**src/rtl/pipelined_csel_subtractor_pkg.sv**
```systemverilog
// pipelined_csel_subtractor_pkg: shared width default and overflow helper for the subtractor datapath
package pipelined_csel_subtractor_pkg;
  localparam int ARITH_WIDTH = 8;
  function automatic logic ovf_of(input logic am, input logic bm, input logic dm);
    return (am != bm) && (dm != am);
  endfunction
endpackage

```
**src/rtl/pipelined_csel_subtractor_csel_sub_block.sv**
```systemverilog
// csel_sub_block: combinational W-bit subtract a - b - bin as a + ~b + !bin, borrow = !carry
module csel_sub_block #(
  parameter int W = 4
) (
  input  logic [W-1:0] a,
  input  logic [W-1:0] b,
  input  logic         bin,
  output logic [W-1:0] d,
  output logic         bout
);
  logic [W:0] s;
  assign s = {1'b0, a} + {1'b0, ~b} + {{W{1'b0}}, ~bin};
  assign d = s[W-1:0];
  assign bout = ~s[W];
endmodule

```
**src/rtl/pipelined_csel_subtractor.sv**
```systemverilog
// pipelined_csel_subtractor: two-stage carry-select a - b - bin with borrow, overflow and valid/ready
module pipelined_csel_subtractor
  import pipelined_csel_subtractor_pkg::*;
#(
  parameter int WIDTH = ARITH_WIDTH
) (
  input  logic             clk,
  input  logic             rst,
  input  logic             in_valid,
  output logic             in_ready,
  input  logic [WIDTH-1:0] a,
  input  logic [WIDTH-1:0] b,
  input  logic             bin,
  output logic             out_valid,
  input  logic             out_ready,
  output logic [WIDTH-1:0] diff,
  output logic             bout,
  output logic             ovf
);
  localparam int HALF = WIDTH / 2;
  logic            s1_valid, s1_lb, s1_b0, s1_b1, s1_am, s1_bm;
  logic            lb, b0, b1, hb, s2_adv;
  logic [HALF-1:0] s1_lo, s1_h0, s1_h1, lo, h0, h1, hi;
  csel_sub_block #(.W(HALF)) u_lo (.a(a[HALF-1:0]), .b(b[HALF-1:0]), .bin(bin), .d(lo), .bout(lb));
  csel_sub_block #(.W(HALF)) u_h0 (.a(a[WIDTH-1:HALF]), .b(b[WIDTH-1:HALF]), .bin(1'b0), .d(h0), .bout(b0));
  csel_sub_block #(.W(HALF)) u_h1 (.a(a[WIDTH-1:HALF]), .b(b[WIDTH-1:HALF]), .bin(1'b1), .d(h1), .bout(b1));
  assign s2_adv = !out_valid || out_ready;
  assign in_ready = !s1_valid || s2_adv;
  // low-half borrow picks which precomputed high half is correct
  assign hi = s1_lb ? s1_h1 : s1_h0;
  assign hb = s1_lb ? s1_b1 : s1_b0;
  always_ff @(posedge clk) begin
    if (rst) begin
      s1_valid  <= 1'b0;
      out_valid <= 1'b0;
      diff      <= '0;
      bout      <= 1'b0;
      ovf       <= 1'b0;
    end else begin
      if (in_ready) s1_valid <= in_valid;
      if (s2_adv) out_valid <= s1_valid;
      if (s1_valid && s2_adv) begin
        diff <= {hi, s1_lo};
        bout <= hb;
        ovf  <= ovf_of(s1_am, s1_bm, hi[HALF-1]);
      end
    end
  end
  always_ff @(posedge clk) begin
    if (in_valid && in_ready) begin
      s1_lo <= lo;
      s1_lb <= lb;
      s1_h0 <= h0;
      s1_h1 <= h1;
      s1_b0 <= b0;
      s1_b1 <= b1;
      s1_am <= a[WIDTH-1];
      s1_bm <= b[WIDTH-1];
    end
  end
endmodule

```
**config.mk**
```make
export PLATFORM = sky130hd
export DESIGN_NAME = pipelined_csel_subtractor
export DESIGN_NICKNAME = d
export VERILOG_FILES = /design/src/rtl/pipelined_csel_subtractor_pkg.sv /design/src/rtl/pipelined_csel_subtractor_csel_sub_block.sv /design/src/rtl/pipelined_csel_subtractor.sv
export SDC_FILE = /design/constraint.sdc
export NUM_CORES = 1
export LEC_CHECK = 0
export CAP_MARGIN = 25
export CORE_UTILIZATION = 50
export CTS_BUF_LIST = sky130_fd_sc_hd__clkbuf_2
export CTS_CLUSTER_SIZE = 28
export DETAILED_ROUTE_END_ITERATION = 7
export PLACE_DENSITY = 0.9
export SLEW_MARGIN = 0
export SYNTH_ARGS = -nofsm -noshare
export SYNTH_HDL_FRONTEND = slang
export SYNTH_SLANG_ARGS = --single-unit
```
**constraint.sdc**
```tcl
create_clock -name clk -period 2.1 [get_ports clk]
set_input_delay 0.21 -clock clk [delete_from_list [all_inputs] [get_ports clk]]
set_output_delay 0.21 -clock clk [all_outputs]
set_load 0.005 [all_outputs]
```
# Word level (Yosys, flattened, before mapping)
# Cells that the tools add are included.
# totals
ff_bits	29
inputBits	21
elab_cells	34
# classes
add_sub_neg	4
eq_ne	2
mux	2
n_bitwise	6
reduce_logical	7
# ops
op	count
$add 4x4->5	2
$not 4->4	2
$add 5x1->5	1
$add 5x1->5 const B	1
$mux 4	1
$not 1->1	4
$logic_and 1x1->1	3
$logic_not 1->1	2
$logic_or 1x1->1	2
$ne 1x1->1	2
$mux 1	1

# Longest topological paths before layout
# Gate-level depths: netlist of the first run.
# logic_depth
ltp_word	4
ltp_mapped	7
ltp_nobuf	7

# By module
# From an unflattened synthesis of the first run, not the netlist that was laid out.
# hier_totals
hier_cells	129
area_unflattened_um2	1476.4
# modules_own_cells
mod	n_inst	cells_per_inst	area_per_inst_um2	seq_area_each_um2
pipelined_csel_subtractor	1	75	1033.5	750.7
csel_sub_block	3	18	147.6	0.0

# Least setup slack after synthesis of the first run
# OpenSTA, ideal clock, no wires.
# synth_timing
path_type	input -> register
startpoint	in b[4]
endpoint	reg s1_b0, data pin
arrival_time_ns	1.576
required_ns	1.839
setup_slack_ns	0.263
stages	7
path_cell_list	inv_1 > ha_1 > fa_1 > ha_1 > nand3_1 > mux2_2 > xnor2_1
# synth_between
elab_chain_len	4
# synth_rtl
element	line	rtl
start: declaration	pipelined_csel_subtractor.sv:12	input logic [WIDTH-1:0] b,
$not 4->4	-	
$add 4x4->5	-	
named net h1[1]	pipelined_csel_subtractor.sv:23	logic [HALF-1:0] s1_lo, s1_h0, s1_h1, lo, h0, h1, hi;
$add 5x1->5	pipelined_csel_subtractor_csel_sub_block.sv:12	assign s = {1'b0, a} + {1'b0, ~b} + {{W{1'b0}}, ~bin};
$not 1->1	pipelined_csel_subtractor_csel_sub_block.sv:14	assign bout = ~s[W];
named net b0	pipelined_csel_subtractor.sv:22	logic lb, b0, b1, hb, s2_adv;
end signal: assignment	pipelined_csel_subtractor.sv:55	s1_b0 <= b0;
end: declaration	pipelined_csel_subtractor.sv:21	logic s1_valid, s1_lb, s1_b0, s1_b1, s1_am, s1_bm;
# The timed path passes the listed nets, and every way through them passes these cells.
# A chain may end at the register's enable or synchronous reset.

# Final worst setup path of the first run
# Same ends and word-level chain as after synthesis.

==> results of run 1 <==
## logic make-up after synthesis
group                    share of synthesized area
XOR/XNOR                                    0.0507
buffers and inverters                       0.0507
adder cells (fa/ha/maj)                      0.118
multiplexers                                0.0747
AO/OA/AOI/OAI                               0.0756
flip-flops                                   0.553
AND/OR/NAND/NOR                             0.0774
## power groups by stage
stage / logic [W] / clock network [W] / registers (W)
3_5_place_dp: 0.000255 / 0 / 0.000707
4_1_cts: 0.000257 / 0.000389 / 0.000694
3_3_place_gp: 0.000239 / 0 / 0.000703
5_1_grt: 0.000287 / 0.000419 / 0.000699
2_1_floorplan: 0.000141 / 0 / 0.000700
6_report: 0.000254 / 0.000383 / 0.000693
## cells in the final DEF, fill, tap and decap left out, drive strengths merged
cell type	n
a211oi	5
a21o	4
a21oi	5
a311oi	1
and2	1
buf	7
bufinv	1
clkbuf	6
clkdlybuf4s50	32
clkinv	1
dfxtp	12
edfxtp	17
fa	3
ha	8
inv	11
mux2	1
mux2i	9
nand2	1
nand3	2
nand3b	2
nor2	13
nor2b	2
or3b	1
xnor2	4
xor2	3
## worst max-delay path: stages
cell             delay (ns)
clkdlybuf4s50_1        0.45
inv_1                  0.04
ha_1                   0.19
fa_1                   0.53
ha_1                   0.21
nand3_1                0.08
mux2_2                 0.28
xnor2_1                0.13
## per-layer routing
metal	vias up	global-route usage
li1	466	-
met1	410	0.189
met2	31	0.319
met3	5	0.0819
met4	0	0.107
met5	-	0
## area by class of cell
type,count,area [sq um]
tap,30,37.5
multi-input combinational,65,538
sequential,29,751
timing repair buffer,39,373
clock inverter,2,33.8
fill,179,718
clock buffer,6,30.0
inverter,11,41.3
## sequential cells by signal, indices dropped and copies added, names as in the netlist
register,count
bout,1
diff,8
out_valid,1
ovf,1
s1_am,1
s1_b0,1
s1_b1,1
s1_bm,1
s1_h0,4
s1_h1,4
s1_lb,1
s1_lo,4
s1_valid,1
## worst max path at each step
stage,from,to,cells past startpoint
CTS,b[4],s1_b0,8
finish,b[4],s1_b0,8
global route,b[4],s1_b0,8
global placement,b[4],s1_b0,8
detailed placement,b[4],s1_b0,8
floorplan,b[4],s1_b0,7
## stage by stage
stage | setup TNS, ns | hold slack (ns) | power (W)
floorplan | 0 | 0.282 | 0.000840
global placement | -0.204 | 0.467 | 0.000942
detailed placement | -0.437 | 0.479 | 0.000963
CTS | 0 | 0.433 | 0.00134
global route | 0 | 0.433 | 0.00140
finish | 0 | 0.448 | 0.00133
==> impl_metrics.py, run 1 <==
metrics = {
    "min_path": {
        "holdPathEnd": "s1_bm",
        "whs_path_depth": 1,
        "hold_path.class": "in2reg",
        "hp-start": "b[7]",
    },
    "setup_path": {
        "r2r_end": "s1_lo[0]",
        "cp_max_fo": 3,
        "worst-setup-path-type": "in2reg",
        "r2r-start": "out_valid",
        "startpoint_type": "input port",
        "critical_path_arrival_ns": 2.12,
        "rr_worst_depth": 3,
        "worstPathRequired_ns": 2.21,
        "worstSetupEndpointType": "flip-flop",
        "reg2reg_slack_ns": 0.58,
    },
    "synth": {
        "synth_top_area_frac": 0.376,
        "synth_area_leaders": "edfxtp_1 38%, dfxtp_1 18%, ha_1 7.4%",
        "synth_edf_count": 17,
        "syn_nets": 141,
        "yosysWarnings": 0,
        "syn-cell-area_sq_mm": 0.00136,
        "yosysMostFrequentCell": "edfxtp_1",
        "synth-seq-cells": 29,
        "synthTopCellsByCount": "17 x edfxtp_1, 13 x nor2_1, 12 x dfxtp_1",
        "yosys.area.top_type": "edfxtp_1",
        "async_flop_share": 0,
        "seq_area_frac_synth": 0.553,
        "syn_inst": 109,
        "postSynthAreaPerCell_sq_um": 12.5,
        "ys.flop_type": "edfxtp_1",
        "synth_cell_types": 26,
    },
    "job": {
        "maxCapViolCount": 0,
    },
    "power_and_ir_drop": {
        "vdd_drop_max_mv": 0.756,
        "pwr-share-seq": 0.521,
        "p_leak_nw": 0.755,
        "pwr_density_cell_mw_per_mm2": 737,
        "p_int_w": 0.00102,
        "switchingPower_w": 0.000308,
        "p_clk_frac": 0.288,
        "switching_share": 0.232,
        "combPwrFrac": 0.191,
    },
    "global_routing": {
        "grt_usage": 0.187,
        "grt_max_degree": 18,
        "grt_pass1_wl_microns": 3640,
        "antenna_found_initial": 0,
        "first_global_vias": 890,
        "overflow": 0,
    },
    "timing": {
        "rsz0062_at_grt": "false",
        "report.final.slew_viol_count": 0,
        "worstMarginPinSlew_ns": 0.704,
        "relSlewSlack": 0.531,
        "min_period_ns": 2.01,
        "fmax_ghz": 0.498,
        "setup_viol": 0,
        "hold_viol": 0,
        "timing.final.ws_setup_ns": 0.0927,
        "fin_worst_skew_ns": 0.0159,
        "finalCritPeriodShare": 0.956,
    },
    "floorplanning": {
        "ioPinCount": 33,
        "dieArea_sq_mm": 0.00293,
        "die_w_microns": 54.1,
        "start_util": 0.538,
        "die_height_microns": 54.1,
        "rows": 18,
        "core_sq_mm": 0.00252,
    },
    "cts": {
        "cts-root-buf": "clkbuf_2",
        "cts.clk_slew.worst_paths_ns": 0.13,
        "htreeDepth": 2,
        "post_cts_resized": 0,
        "numCtsBuffers": 5,
        "cts_setup_buffers": 0,
        "cts_tree": "built",
        "clkLatencyLatePin_ns": 0.36,
        "clock_path_buffers": 2,
        "cts_hold_buffers": 0,
        "cts_sinks": 29,
    },
    "finish": {
        "syn_to_final_growth_pct": 32.9,
        "layout-drive-gt1-share": 0.112,
        "n_antenna_cell": 0,
        "fin_cells": 182,
        "fin_nets": 183,
        "finalInstanceArea_sq_mm": 0.00180,
        "post-route-util": 0.715,
    },
    "placement": {
        "portBuffers": 32,
        "dp_cells": 174,
        "gp_congestion": 0.715,
        "place_area_sq_mm": 0.00174,
        "hpwl_microns": 1790,
        "pre_cts_ws_ns": -0.284,
    },
    "detailed_routing": {
        "wl_met3_microns": 119,
        "dr_wl_met2_microns": 1160,
        "vias_per_cell": 5.01,
        "wl_microns": 2230,
        "wl_met1_microns": 892,
        "drtAntennaViolNets": 0,
        "dr.pass1.iters": 4,
        "dr.first_iter.drc_count": 9,
        "vias": 912,
        "drc_errors": 0,
        "wl_per_cell_microns": 12.2,
        "routed.top_layer": "met4",
    },
    "outcome": {
        "outcome": "finished, final reports clean",
    },
}
Note: power is estimated with default switching activity, not from simulation.
==> inputs of run 2 (changes only) <==
--- a/config.mk
+++ b/config.mk
@@ -10,7 +10,7 @@
 export CTS_BUF_LIST = sky130_fd_sc_hd__clkbuf_2
 export CTS_CLUSTER_SIZE = 28
 export DETAILED_ROUTE_END_ITERATION = 7
-export PLACE_DENSITY = 0.9
+export PLACE_DENSITY = 0.81
 export SLEW_MARGIN = 0
 export SYNTH_ARGS = -nofsm -noshare
 export SYNTH_HDL_FRONTEND = slang
==> run 2 against run 1 <==
  * Clock power down 31%
  * Non-clock buffer count shrank 2
  * Setup slack worse by 0.036 ns
  * Die area unchanged
  * Clock skew grew 0.0078 ns
  * Via count shrank 0.11%
  * Highest routed layer unchanged
  * Critical path depth is the same
  * Sequential power barely moved
  * Hold slack got worse by 0.013 ns
  * Cell area is 2.2% lower
==> impl_metrics.py, run 2 (synthesis results as in run 1) <==
metrics = {
    "floorplanning": {
        "die_height_microns": 54.1,
        "dieArea_sq_mm": 0.00293,
        "ioPinCount": 33,
        "die_w_microns": 54.1,
        "core_sq_mm": 0.00252,
        "rows": 18,
        "start_util": 0.538,
    },
    "cts": {
        "cts.clk_slew.worst_paths_ns": 0.15,
        "cts-root-buf": "clkbuf_2",
        "clkLatencyLatePin_ns": 0.35,
        "cts_setup_buffers": 0,
        "numCtsBuffers": 5,
        "cts_sinks": 29,
        "clock_path_buffers": 2,
        "post_cts_resized": 0,
        "cts_hold_buffers": 0,
        "cts_tree": "built",
        "htreeDepth": 2,
    },
    "detailed_routing": {
        "dr.first_iter.drc_count": 11,
        "vias_per_cell": 5.06,
        "drtAntennaViolNets": 0,
        "drc_errors": 0,
        "dr.pass1.iters": 5,
        "wl_microns": 2140,
        "wl_per_cell_microns": 11.9,
        "vias": 911,
    },
    "setup_path": {
        "r2r-start": "out_valid",
        "worst-setup-path-type": "in2reg",
        "reg2reg_slack_ns": 0.55,
        "critPathSlowestCell": "fa_1",
        "worstPathRequired_ns": 2.23,
        "startpoint_type": "input port",
        "rr_worst_depth": 3,
        "path_cells": "clkdlybuf4s50_1 > inv_1 > ha_1 > fa_1 > ha_1 > nand3_1 > mux2_2 > xnor2_1",
        "r2r_end": "s1_h1[0]",
        "crit_top_cell": "ha_1",
        "cp_slowest_stage_delay_ns": 0.53,
        "critical_path_arrival_ns": 2.17,
        "cp_max_fo": 3,
        "worstSetupEndpointType": "flip-flop",
    },
    "placement": {
        "gp_congestion": 0.767,
        "hpwl_microns": 1660,
        "portBuffers": 32,
        "place_area_sq_mm": 0.00173,
        "dp_cells": 172,
    },
    "finish": {
        "regMostFlops": "diff",
        "largest_reg_flops": 8,
        "n_antenna_cell": 0,
        "layout-drive-gt1-share": 0.100,
        "fin_nets": 181,
        "fin_cells": 180,
        "syn_to_final_growth_pct": 30.0,
        "layout_common_cells": "32 x clkdlybuf4s50_1, 17 x edfxtp_1, 13 x nor2_1",
        "finalInstanceArea_sq_mm": 0.00176,
        "post-route-util": 0.699,
        "final_common_cell": "clkdlybuf4s50_1",
        "fillerInstances": 197,
    },
    "min_path": {
        "hp-start": "b[7]",
        "holdPathEnd": "s1_bm",
        "whs_path_depth": 1,
        "hold_path.class": "in2reg",
    },
    "power_and_ir_drop": {
        "vdd_drop_max_mv": 0.490,
        "p_leak_nw": 0.735,
        "pwr_density_cell_mw_per_mm2": 681,
    },
    "global_routing": {
        "grt_max_degree": 18,
        "grt_usage": 0.183,
        "first_global_vias": 869,
        "overflow": 0,
        "grt_pass1_wl_microns": 3460,
        "antenna_found_initial": 0,
    },
    "timing": {
        "relSlewSlack": 0.513,
        "report.final.slew_viol_count": 0,
        "finalCritPeriodShare": 0.973,
        "setup_viol": 0,
        "rsz0062_at_grt": "false",
        "min_period_ns": 2.04,
        "hold_viol": 0,
        "setup-tns-final_ns": 0,
        "worstMarginPinSlew_ns": 0.731,
        "fin_worst_skew_ns": 0.0237,
        "fmax_ghz": 0.489,
    },
    "outcome": {
        "outcome": "finished, final reports clean",
    },
    "job": {
        "maxCapViolCount": 0,
    },
}
## run 2: cell types whose count changed in the layout (fill, tap and decap cells not counted), sizes merged
cell / change
bufinv: -1
clkbuf: +1
buf: -2
## run 2: per-stage QoR
step / setup WS (ns) / power (W) / hold slack [ns]
floorplan: 0.263 / 0.000840 / 0.282
detailed placement: -0.345 / 0.000953 / 0.475
finish: 0.0568 / 0.00120 / 0.435
global route: 0.0267 / 0.00127 / 0.411
global placement: -0.205 / 0.000938 / 0.466
CTS: 0.0624 / 0.00122 / 0.413
## run 2: worst max-delay path: cells and delay by family
family        cells  cell delay, ns
mux               1            0.29
fa+ha+maj         3            0.95
buf+inv           2            0.49
xor+xnor          1            0.12
simple gates      1            0.10
## run 2: power by group
part	leakage [nW]	internal [W]	switching, W	total, W
combinational	0.440	0.000142	0.000103	0.000245
sequential	0.264	0.000671	0.0000219	0.000693
clock	0.0306	0.0000892	0.000174	0.000263
## run 2: worst max path at each step
stage | from | to | slack, ns
after floorplan | b[4] | s1_b0 | 0.26
final | b[4] | s1_b0 | 0.06
after CTS | b[4] | s1_b0 | 0.06
after detailed placement | b[4] | s1_b0 | -0.34
after global routing | b[4] | s1_b0 | 0.03
after global placement | b[4] | s1_b0 | -0.21
## run 2: metal layers
metal	vias up	part of all wire	wire (microns)	track usage
met1	417	0.40	846	0.177
met5	-	0	0	0
met2	28	0.52	1120	0.307
met3	8	0.047	101	0.0621
li1	458	-	-	-
met4	0	0.033	70	0.158
## run 2: cell type report
type,instances,area [sq um],share of cell area
Sequential cell,29,751,0.426
Multi-Input combinational cell,65,538,0.305
Timing Repair Buffer,37,358,0.203
Inverter,11,41.3,0.0234
Tap cell,30,37.5,0.0213
Clock buffer,7,35.0,0.0199
Clock inverter,1,3.75,0.00213
==> inputs of run 3 (changes only) <==
--- a/config.mk
+++ b/config.mk
@@ -10,6 +10,7 @@
 export CTS_BUF_LIST = sky130_fd_sc_hd__clkbuf_2
 export CTS_CLUSTER_SIZE = 28
 export DETAILED_ROUTE_END_ITERATION = 7
+export MAX_ROUTING_LAYER = met4
 export PLACE_DENSITY = 0.81
 export SLEW_MARGIN = 0
 export SYNTH_ARGS = -nofsm -noshare
==> run 3 against run 2 <==
  * Total power about the same
  * Die area unchanged
  * Setup slack better by 0.0089 ns
  * Clock-buffer cell count unchanged
  * Flip-flop and latch count unchanged
  * Largest power group unchanged
  * Wire length down 0.61%
  * Highest routed layer unchanged
  * Utilization unchanged
  * Clock power about the same
==> impl_metrics.py, run 3 (synthesis results as in run 1) <==
metrics = {
    "setup_path": {
        "startpoint_type": "input port",
        "crit_top_cell": "ha_1",
        "worstSetupEndpointType": "flip-flop",
        "cp_max_fo": 3,
        "worst-setup-path-type": "in2reg",
        "cp_top_family": "adder cells",
        "worstPathRequired_ns": 2.23,
        "critical_path_buf_inv_count": 2,
        "critPathSlowestCell": "fa_1",
        "cp_slowest_stage_delay_ns": 0.52,
        "critical_path_arrival_ns": 2.16,
        "path_cells": "clkdlybuf4s50_1 > inv_1 > ha_1 > fa_1 > ha_1 > nand3_1 > mux2_2 > xnor2_1",
    },
    "detailed_routing": {
        "drc_errors": 0,
        "dr.first_iter.drc_count": 10,
        "wl_per_cell_microns": 11.8,
        "vias": 917,
        "drtAntennaViolNets": 0,
        "dr.pass1.iters": 4,
        "vias_per_cell": 5.09,
        "wl_microns": 2120,
    },
    "cts": {
        "cts_hold_buffers": 0,
        "cts_setup_buffers": 0,
        "clock_path_buffers": 2,
        "cts-root-buf": "clkbuf_2",
        "numCtsBuffers": 5,
        "htreeDepth": 2,
        "post_cts_resized": 0,
        "cts.clk_slew.worst_paths_ns": 0.15,
        "clkLatencyLatePin_ns": 0.35,
        "cts_sinks": 29,
        "cts_tree": "built",
    },
    "global_routing": {
        "busiest_layer": "met2",
        "met3_usage": 0.0621,
        "grt_usage": 0.188,
        "met2_usage": 0.307,
        "grt_pass1_wl_microns": 3460,
        "overflow": 0,
        "met1_usage": 0.177,
        "grt_max_degree": 18,
        "antenna_found_initial": 0,
        "first_global_vias": 876,
    },
    "finish": {
        "syn_to_final_growth_pct": 30.0,
        "fillerInstances": 197,
        "fin_cells": 180,
        "layout_common_cells": "32 x clkdlybuf4s50_1, 17 x edfxtp_1, 13 x nor2_1",
        "largest_reg_flops": 8,
        "final_common_cell": "clkdlybuf4s50_1",
        "regMostFlops": "diff",
        "layout-drive-gt1-share": 0.100,
        "fin_nets": 181,
        "n_antenna_cell": 0,
    },
    "power_and_ir_drop": {
        "switching_share": 0.248,
        "pwr-share-seq": 0.577,
        "switchingPower_w": 0.000298,
        "combPwrFrac": 0.204,
        "pwr_density_cell_mw_per_mm2": 680,
        "vdd_drop_max_mv": 0.490,
        "p_int_w": 0.000902,
        "p_clk_frac": 0.219,
        "p_leak_nw": 0.735,
    },
    "floorplanning": {
        "die_height_microns": 54.1,
        "start_util": 0.538,
        "rows": 18,
        "dieArea_sq_mm": 0.00293,
        "die_w_microns": 54.1,
        "ioPinCount": 33,
        "core_sq_mm": 0.00252,
    },
    "placement": {
        "dp_cells": 172,
        "portBuffers": 32,
        "hpwl_microns": 1660,
        "gp_congestion": 0.777,
    },
    "job": {
        "maxCapViolCount": 0,
    },
    "timing": {
        "setup_viol": 0,
        "setup-tns-final_ns": 0,
        "rsz0062_at_grt": "false",
        "min_period_ns": 2.03,
        "hold_viol": 0,
        "fmax_ghz": 0.492,
        "worstMarginPinSlew_ns": 0.730,
        "finalCritPeriodShare": 0.969,
        "relSlewSlack": 0.513,
        "report.final.slew_viol_count": 0,
        "fin_worst_skew_ns": 0.0245,
    },
    "min_path": {
        "hold_path.class": "in2reg",
    },
    "outcome": {
        "outcome": "finished, final reports clean",
    },
}
-- run 3: cell counts in the layout (fill, tap and decap cells not counted) --
Identical to the previous run, type by type.
-- run 3: cell type report --
class                           instances  area (sq um)  share of cell area
Clock buffer                            7          35.0              0.0199
Clock inverter                          1          3.75             0.00213
Inverter                               11          41.3              0.0234
Multi-Input combinational cell         65           538               0.305
Sequential cell                        29           751               0.426
Tap cell                               30          37.5              0.0213
Timing Repair Buffer                   37           358               0.203
-- run 3: metal layers --
metal / wire length (microns) / vias to the layer above
met5: 0 / -
met3: 102 / 10
li1: - / 458
met2: 1090 / 30
met1: 847 / 419
met4: 83 / 0
-- run 3: power by group through the flow --
stage | logic (W) | registers [W] | clock network (W)
after floorplan | 0.000141 | 0.000700 | 0
after global placement | 0.000235 | 0.000703 | 0
after global routing | 0.000272 | 0.000699 | 0.000300
after CTS | 0.000248 | 0.000694 | 0.000275
final | 0.000244 | 0.000693 | 0.000263
after detailed placement | 0.000246 | 0.000707 | 0
-- run 3: final timing paths --
| path | from | slack (ns) | to | depth (start not counted) |
|---|---|---|---|---|
| min | b[7] | 0.44 | s1_bm | 1 |
| min reg2reg | diff[4] | 0.51 | diff[4] | 2 |
| max | b[4] | 0.07 | s1_b0 | 8 |
| max reg2reg | out_valid | 0.55 | s1_h1[0] | 3 |
-- run 3: per-stage QoR --
| stage | setup slack (ns) | hold WS (ns) | area (sq um) | utilization | total power [W] |
|---|---|---|---|---|---|
| after detailed placement | -0.345 | 0.475 | 1730 | 0.684 | 0.000953 |
| final | 0.0657 | 0.437 | 1760 | 0.699 | 0.00120 |
| after CTS | 0.0624 | 0.413 | 1760 | 0.699 | 0.00122 |
| after global routing | 0.0268 | 0.411 | 1760 | 0.699 | 0.00127 |
| after floorplan | 0.263 | 0.282 | 1360 | - | 0.000840 |
| after global placement | -0.205 | 0.466 | 1730 | 0.684 | 0.000938 |
